### src/rtl/clk_div_sched_pkg.sv
// Shared types and widths for the switch-programmable clock divider.
package clk_div_sched_pkg;

  localparam int DIV_W  = 8;
  localparam int STAB_W = $clog2(256);

  typedef enum logic {
    STOP = 1'b0,
    RUN  = 1'b1
  } state_t;

endpackage

### src/rtl/sw_sync_debounce.sv
// Two-flop synchronizer plus stability counter for the divisor switches.
// o_accept pulses in the cycle the held value completes STABLE_CYCLES cycles.
module sw_sync_debounce #(
  parameter int          DIV_W         = clk_div_sched_pkg::DIV_W,
  parameter int unsigned STABLE_CYCLES = 4
) (
  input  logic             i_clk,
  input  logic             i_rst_n,
  input  logic [DIV_W-1:0] i_sw,
  output logic [DIV_W-1:0] o_sw_last,
  output logic             o_accept
);

  localparam int STAB_W = clk_div_sched_pkg::STAB_W;

  logic [DIV_W-1:0]  r_sync1;
  logic [DIV_W-1:0]  r_sync2;
  logic [DIV_W-1:0]  r_sw_last;
  logic [STAB_W-1:0] r_stab_cnt;
  logic              w_same;

  assign w_same = (r_sync2 == r_sw_last);

  always_ff @(posedge i_clk or negedge i_rst_n) begin
    if (!i_rst_n) begin
      r_sync1    <= '0;
      r_sync2    <= '0;
      r_sw_last  <= '0;
      r_stab_cnt <= '0;
    end else begin
      r_sync1 <= i_sw;
      r_sync2 <= r_sync1;
      if (!w_same) begin
        r_sw_last  <= r_sync2;
        r_stab_cnt <= '0;
      end else if (r_stab_cnt < STAB_W'(STABLE_CYCLES)) begin
        r_stab_cnt <= r_stab_cnt + STAB_W'(1);
      end
    end
  end

  // Fires exactly once per stable value: the counter saturates afterwards.
  assign o_accept  = w_same && (r_stab_cnt == STAB_W'(STABLE_CYCLES - 1));
  assign o_sw_last = r_sw_last;

endmodule

### src/rtl/clk_div_sched.sv
// Glitch-free reprogrammable clock divider: new divisors are committed only
// at a half-period boundary of oCLK, or immediately while stopped.
module clk_div_sched
  import clk_div_sched_pkg::*;
#(
  parameter int unsigned      STABLE_CYCLES = 4,
  parameter logic [DIV_W-1:0] RESET_DIV     = '0
) (
  input  logic             CLK,
  input  logic             RST_N,
  input  logic [DIV_W-1:0] SW,
  output logic             oCLK,
  output logic             TICK,
  output logic [DIV_W-1:0] DIV_CUR,
  output logic             PENDING
);

  localparam state_t RESET_STATE = (RESET_DIV == '0) ? STOP : RUN;

  logic [DIV_W-1:0] w_sw_last;
  logic             w_accept;

  sw_sync_debounce #(
    .DIV_W         (DIV_W),
    .STABLE_CYCLES (STABLE_CYCLES)
  ) u_sw_sync_debounce (
    .i_clk     (CLK),
    .i_rst_n   (RST_N),
    .i_sw      (SW),
    .o_sw_last (w_sw_last),
    .o_accept  (w_accept)
  );

  state_t           r_state,    w_state_next;
  logic [DIV_W-1:0] r_cnt,      w_cnt_next;
  logic [DIV_W-1:0] r_div_cur,  w_div_next;
  logic [DIV_W-1:0] r_pend_div, w_pend_div_next;
  logic             r_pending,  w_pending_next;
  logic             r_oclk,     w_oclk_next;
  logic             r_tick,     w_tick_next;
  logic             w_boundary;

  assign w_boundary = (r_state == RUN) && (r_cnt == r_div_cur - DIV_W'(1));

  always_ff @(posedge CLK or negedge RST_N) begin
    if (!RST_N) begin
      r_state    <= RESET_STATE;
      r_cnt      <= '0;
      r_div_cur  <= RESET_DIV;
      r_pend_div <= '0;
      r_pending  <= 1'b0;
      r_oclk     <= 1'b0;
      r_tick     <= 1'b0;
    end else begin
      r_state    <= w_state_next;
      r_cnt      <= w_cnt_next;
      r_div_cur  <= w_div_next;
      r_pend_div <= w_pend_div_next;
      r_pending  <= w_pending_next;
      r_oclk     <= w_oclk_next;
      r_tick     <= w_tick_next;
    end
  end

  always_comb begin
    w_state_next    = r_state;
    w_cnt_next      = r_cnt;
    w_div_next      = r_div_cur;
    w_pend_div_next = r_pend_div;
    w_pending_next  = r_pending;
    w_oclk_next     = r_oclk;
    w_tick_next     = 1'b0;

    case (r_state)
      STOP: begin
        w_cnt_next = '0;
        if (r_pending) begin
          w_div_next     = r_pend_div;
          w_pending_next = 1'b0;
          w_state_next   = (r_pend_div == '0) ? STOP : RUN;
        end
      end
      RUN: begin
        w_cnt_next = r_cnt + DIV_W'(1);
        if (w_boundary) begin
          w_oclk_next = ~r_oclk;
          w_tick_next = 1'b1;
          w_cnt_next  = '0;
          if (r_pending) begin
            w_div_next     = r_pend_div;
            w_pending_next = 1'b0;
            w_state_next   = (r_pend_div == '0) ? STOP : RUN;
          end
        end
      end
      default: w_state_next = STOP;
    endcase

    // A same-cycle accept is judged against the divisor that will be active,
    // so a commit and a newer request never cancel each other out.
    if (w_accept) begin
      if (w_sw_last != w_div_next) begin
        w_pend_div_next = w_sw_last;
        w_pending_next  = 1'b1;
      end else begin
        w_pending_next  = 1'b0;
      end
    end
  end

  assign oCLK    = r_oclk;
  assign TICK    = r_tick;
  assign DIV_CUR = r_div_cur;
  assign PENDING = r_pending;

endmodule
### config.mk
export PLATFORM = sky130hd
export DESIGN_NAME = clk_div_sched
export DESIGN_NICKNAME = d
export VERILOG_FILES = /design/src/rtl/clk_div_sched_pkg.sv /design/src/rtl/sw_sync_debounce.sv /design/src/rtl/clk_div_sched.sv
export SDC_FILE = /design/constraint.sdc
export NUM_CORES = 1
export LEC_CHECK = 0
export CAP_MARGIN = 30
export CORE_ASPECT_RATIO = 0.9
export CORE_MARGIN = 2
export CORE_UTILIZATION = 55
export DETAILED_ROUTE_END_ITERATION = 12
export GPL_ROUTABILITY_DRIVEN = 0
export PLACE_DENSITY = 0.76
export SYNTH_ARGS = -nofsm -noshare
export SYNTH_HDL_FRONTEND = slang
export SYNTH_SLANG_ARGS = --single-unit
### constraint.sdc
create_clock -name CLK -period 7.8 [get_ports CLK]
set_input_delay 1.95 -clock CLK [delete_from_list [all_inputs] [get_ports CLK]]
set_output_delay 1.95 -clock CLK [all_outputs]
set_load 0.03 [all_outputs]
==> out/results.txt <==
Clock skew: 0.00714 ns
# IOs: 21
Crit path largest cell delay: 0.74 ns
Setup TNS Final: 0 ns
Ys flop type: dfrtp_1
CP max stage cell: clkdlybuf4s50_1
CP Capture Type: output pin
Die height: 70.6 um
Outcome: finished, final reports clean
Most used routing layer: met2
Layout cells sized above 1: 0.178
CTS tree: done
First-pass GRT wire length: 7890 um
Register area share after synthesis: 0.554
DRC: 0
Die Width: 78.0 um
Syn Inst Count: 218
Worst-path cell chain: clkdlybuf4s50_1
CP top delay family: buffers and inverters
F_max: 280 MHz
Worst-path clk slew: 0.07 ns
Hold path startpoint: u_sw_sync_debounce.r_sync1[4]$_DFF_PN0_
Met1 Track Usage GR: 0.248
Nets@finish: 250
CTS H-tree lvls: 3
Reg2Reg Launch Point: DIV_CUR[0]$_DFF_PN0_
Tmin final: 3.57 ns
Asr flop ratio synth: 1.00
Min-Delay Path Class: flop to flop
Met2 global-route usage: 0.287
Largest net degree at the start of global routing: 61
Post-synth EDFFs: 0
Vias per Instance: 5.21
Setup CP Type: flop to output pin
Vias in the first global route: 1651
RSZ-0062 raised after global routing: false
Root Buffer: clkbuf_8
Period utilisation layout: 0.458
Post-layout util: 0.654
Via count: 1601
DR pass1 iterations: 4
Hold Vio Cnt, Final: 0
Count of distinct cell types in the synthesized netlist: 44
Sinks on Clock Net: 60
Hold_buf cts: 0
Global Route met3 Usage: 0.0753
Buffers on Ports: 20
Post-Syn Area: 0.00271 sq mm
Core Footprint: 0.00480 sq mm
Area Growth Syn to Fin: 16.0%
Arrival @ worst endpoint: 1.62 ns
VDD IR-drop max: 0.000160 V
Total routed wirelength: 4670 um
Final HPWL DP: 3260 um
Iter 0 DRT Violations: 77
Number of diodes: 0
DR WL/cell: 15.2 um
Die Area: 0.00551 sq mm
Required time of the critical path: 5.85 ns
Site Rows: 24
CP startpoint kind: flop
Average size of a mapped cell: 12.4 sq um
Final setup fails: 0
DRT antenna net count: 0
CP Max Fanout: 11
Leakage power total: 1.45 nW
FF+latch count, synth: 60
Crit path launch: DIV_CUR[2]$_DFF_PN0_
Initial core utilization: 0.564
Clock Latency Late Sink: 0.34 ns
Syn Nets: 231
Buffers & Inverters on Critical Path: 1
Initial antenna violation count: 0
Worst Tran Pin Value: 0.715 ns
CTS Buf Count: 9
GR Overflow Total: 0
CTS resizes: 0
MaxCap Viol Count: 0
Setup Fix Bufs, Post-CTS: 0
Slew Limit Fails: 0
Synth warn: 0
Global-route usage over all layers: 0.193
Rel. slew slack: 0.523
Power per cell area: 200 mW/mm^2
Clock Path Buffers: 2
routing by layer:
layer	vias to the layer above	part of all wire	wire length (um)
met5	-	0	0
met4	0	0.028	132
li1	776	-	-
met2	39	0.46	2130
met1	772	0.46	2160
met3	14	0.052	242
final timing paths:
path                                                                to  slack, ns  cells past startpoint
setup / recovery                                            DIV_CUR[2]       4.23                      1
hold / removal                 u_sw_sync_debounce.r_sync2[4]$_DFF_PN0_       0.34                      0
setup reg to reg                             r_pend_div[1]$_DFFE_PN0P_       4.40                      9
hold reg to reg                u_sw_sync_debounce.r_sync2[4]$_DFF_PN0_       0.34                      0
max in group asynchronous                         DIV_CUR[1]$_DFF_PN0_       5.57                      2
min in group asynchronous  u_sw_sync_debounce.o_sw_last[6]$_DFFE_PN0N_       1.75                      2
Yosys cell counts (2+ instances only):
cell type	n	share of area
nor2_1	16	0.022
inv_1	4	0.0055
a21oi_1	3	0.0055
and2_1	8	0.018
nand3_1	7	0.013
and3_1	2	0.0046
nor2b_1	5	0.012
nand2_1	6	0.0083
nand4_1	5	0.012
xnor2_1	21	0.068
clkbuf_1	9	0.012
dfrtp_1	60	0.55
xor2_1	16	0.052
ha_1	3	0.014
mux2_4	9	0.050
mux2_2	7	0.029
nor3_1	5	0.0092
buf_2	2	0.0037
nor4_1	5	0.012
where the power goes:
part	switching [mW]	total (mW)	internal, mW
sequential	0.00586	0.323	0.318
combinational	0.00885	0.0178	0.00894
clock	0.121	0.286	0.165
logic make-up (layout without fill, tap and decap cells):
kind of cell,after synthesis,in the layout,share of synthesized area
flops,60,60,0.554
mux,17,17,0.0826
xor+xnor,37,37,0.120
buf+inv,17,41,0.0286
simple gates,71,71,0.157
compound gates,13,13,0.0448
fa+ha+maj,3,3,0.0139
stage by stage:
step           hold WS, ns  std cells  setup slack (ns)  area, sq um  power, mW
2_1_floorplan        0.331        218              4.49         2710      0.336
3_3_place_gp         0.332        291              4.53         2930      0.347
3_5_place_dp         0.337        291              4.39         2930      0.348
4_1_cts              0.349        307              4.20         3140      0.637
5_1_grt              0.357        307              4.14         3140      0.652
6_report             0.345        307              4.23         3140      0.627
worst register-to-register path: cells and delay by family (launching register included):
kind            cells  cell delay, ns
fa+ha+maj           1            0.29
simple gates        3            0.92
buf+inv             1            0.08
compound gates      2            0.82
mux                 2            0.71
flops               1            0.47
final cells by class:
type,count,area [sq um]
sequential,60,1500
multi-input combinational,141,1130
fill,383,1660
clock inverter,5,60.1
inverter,4,15.0
tap,65,81.3
clock buffer,11,151
timing repair buffer,21,203
state kept, by name, summed over array words and instances (netlist names):
name / count
PENDING: 1
r_pend_div: 8
u_sw_sync_debounce.r_sync2: 8
TICK: 1
DIV_CUR: 8
u_sw_sync_debounce.o_sw_last: 8
r_cnt: 8
u_sw_sync_debounce.r_stab_cnt: 8
oCLK: 1
r_state: 1
u_sw_sync_debounce.r_sync1: 8
layout by cell type (no fill, tap or decap), types with 2 or more instances in the layout:
cell	synthesis	routed
mux2_4	9	9
nor3_1	5	5
nor2_1	16	16
xnor2_1	21	21
inv_1	4	4
ha_1	3	3
clkbuf_8	0	11
nand2_1	6	6
mux2_2	7	7
and3_1	2	2
xor2_1	16	16
clkdlybuf4s50_1	0	19
dfrtp_1	60	60
nand4_1	5	5
nand3_1	7	7
nor4_1	5	5
a21oi_1	3	3
clkinv_4	0	2
nor2b_1	5	5
and2_1	8	8
Power figures use the tool's default switching activity.
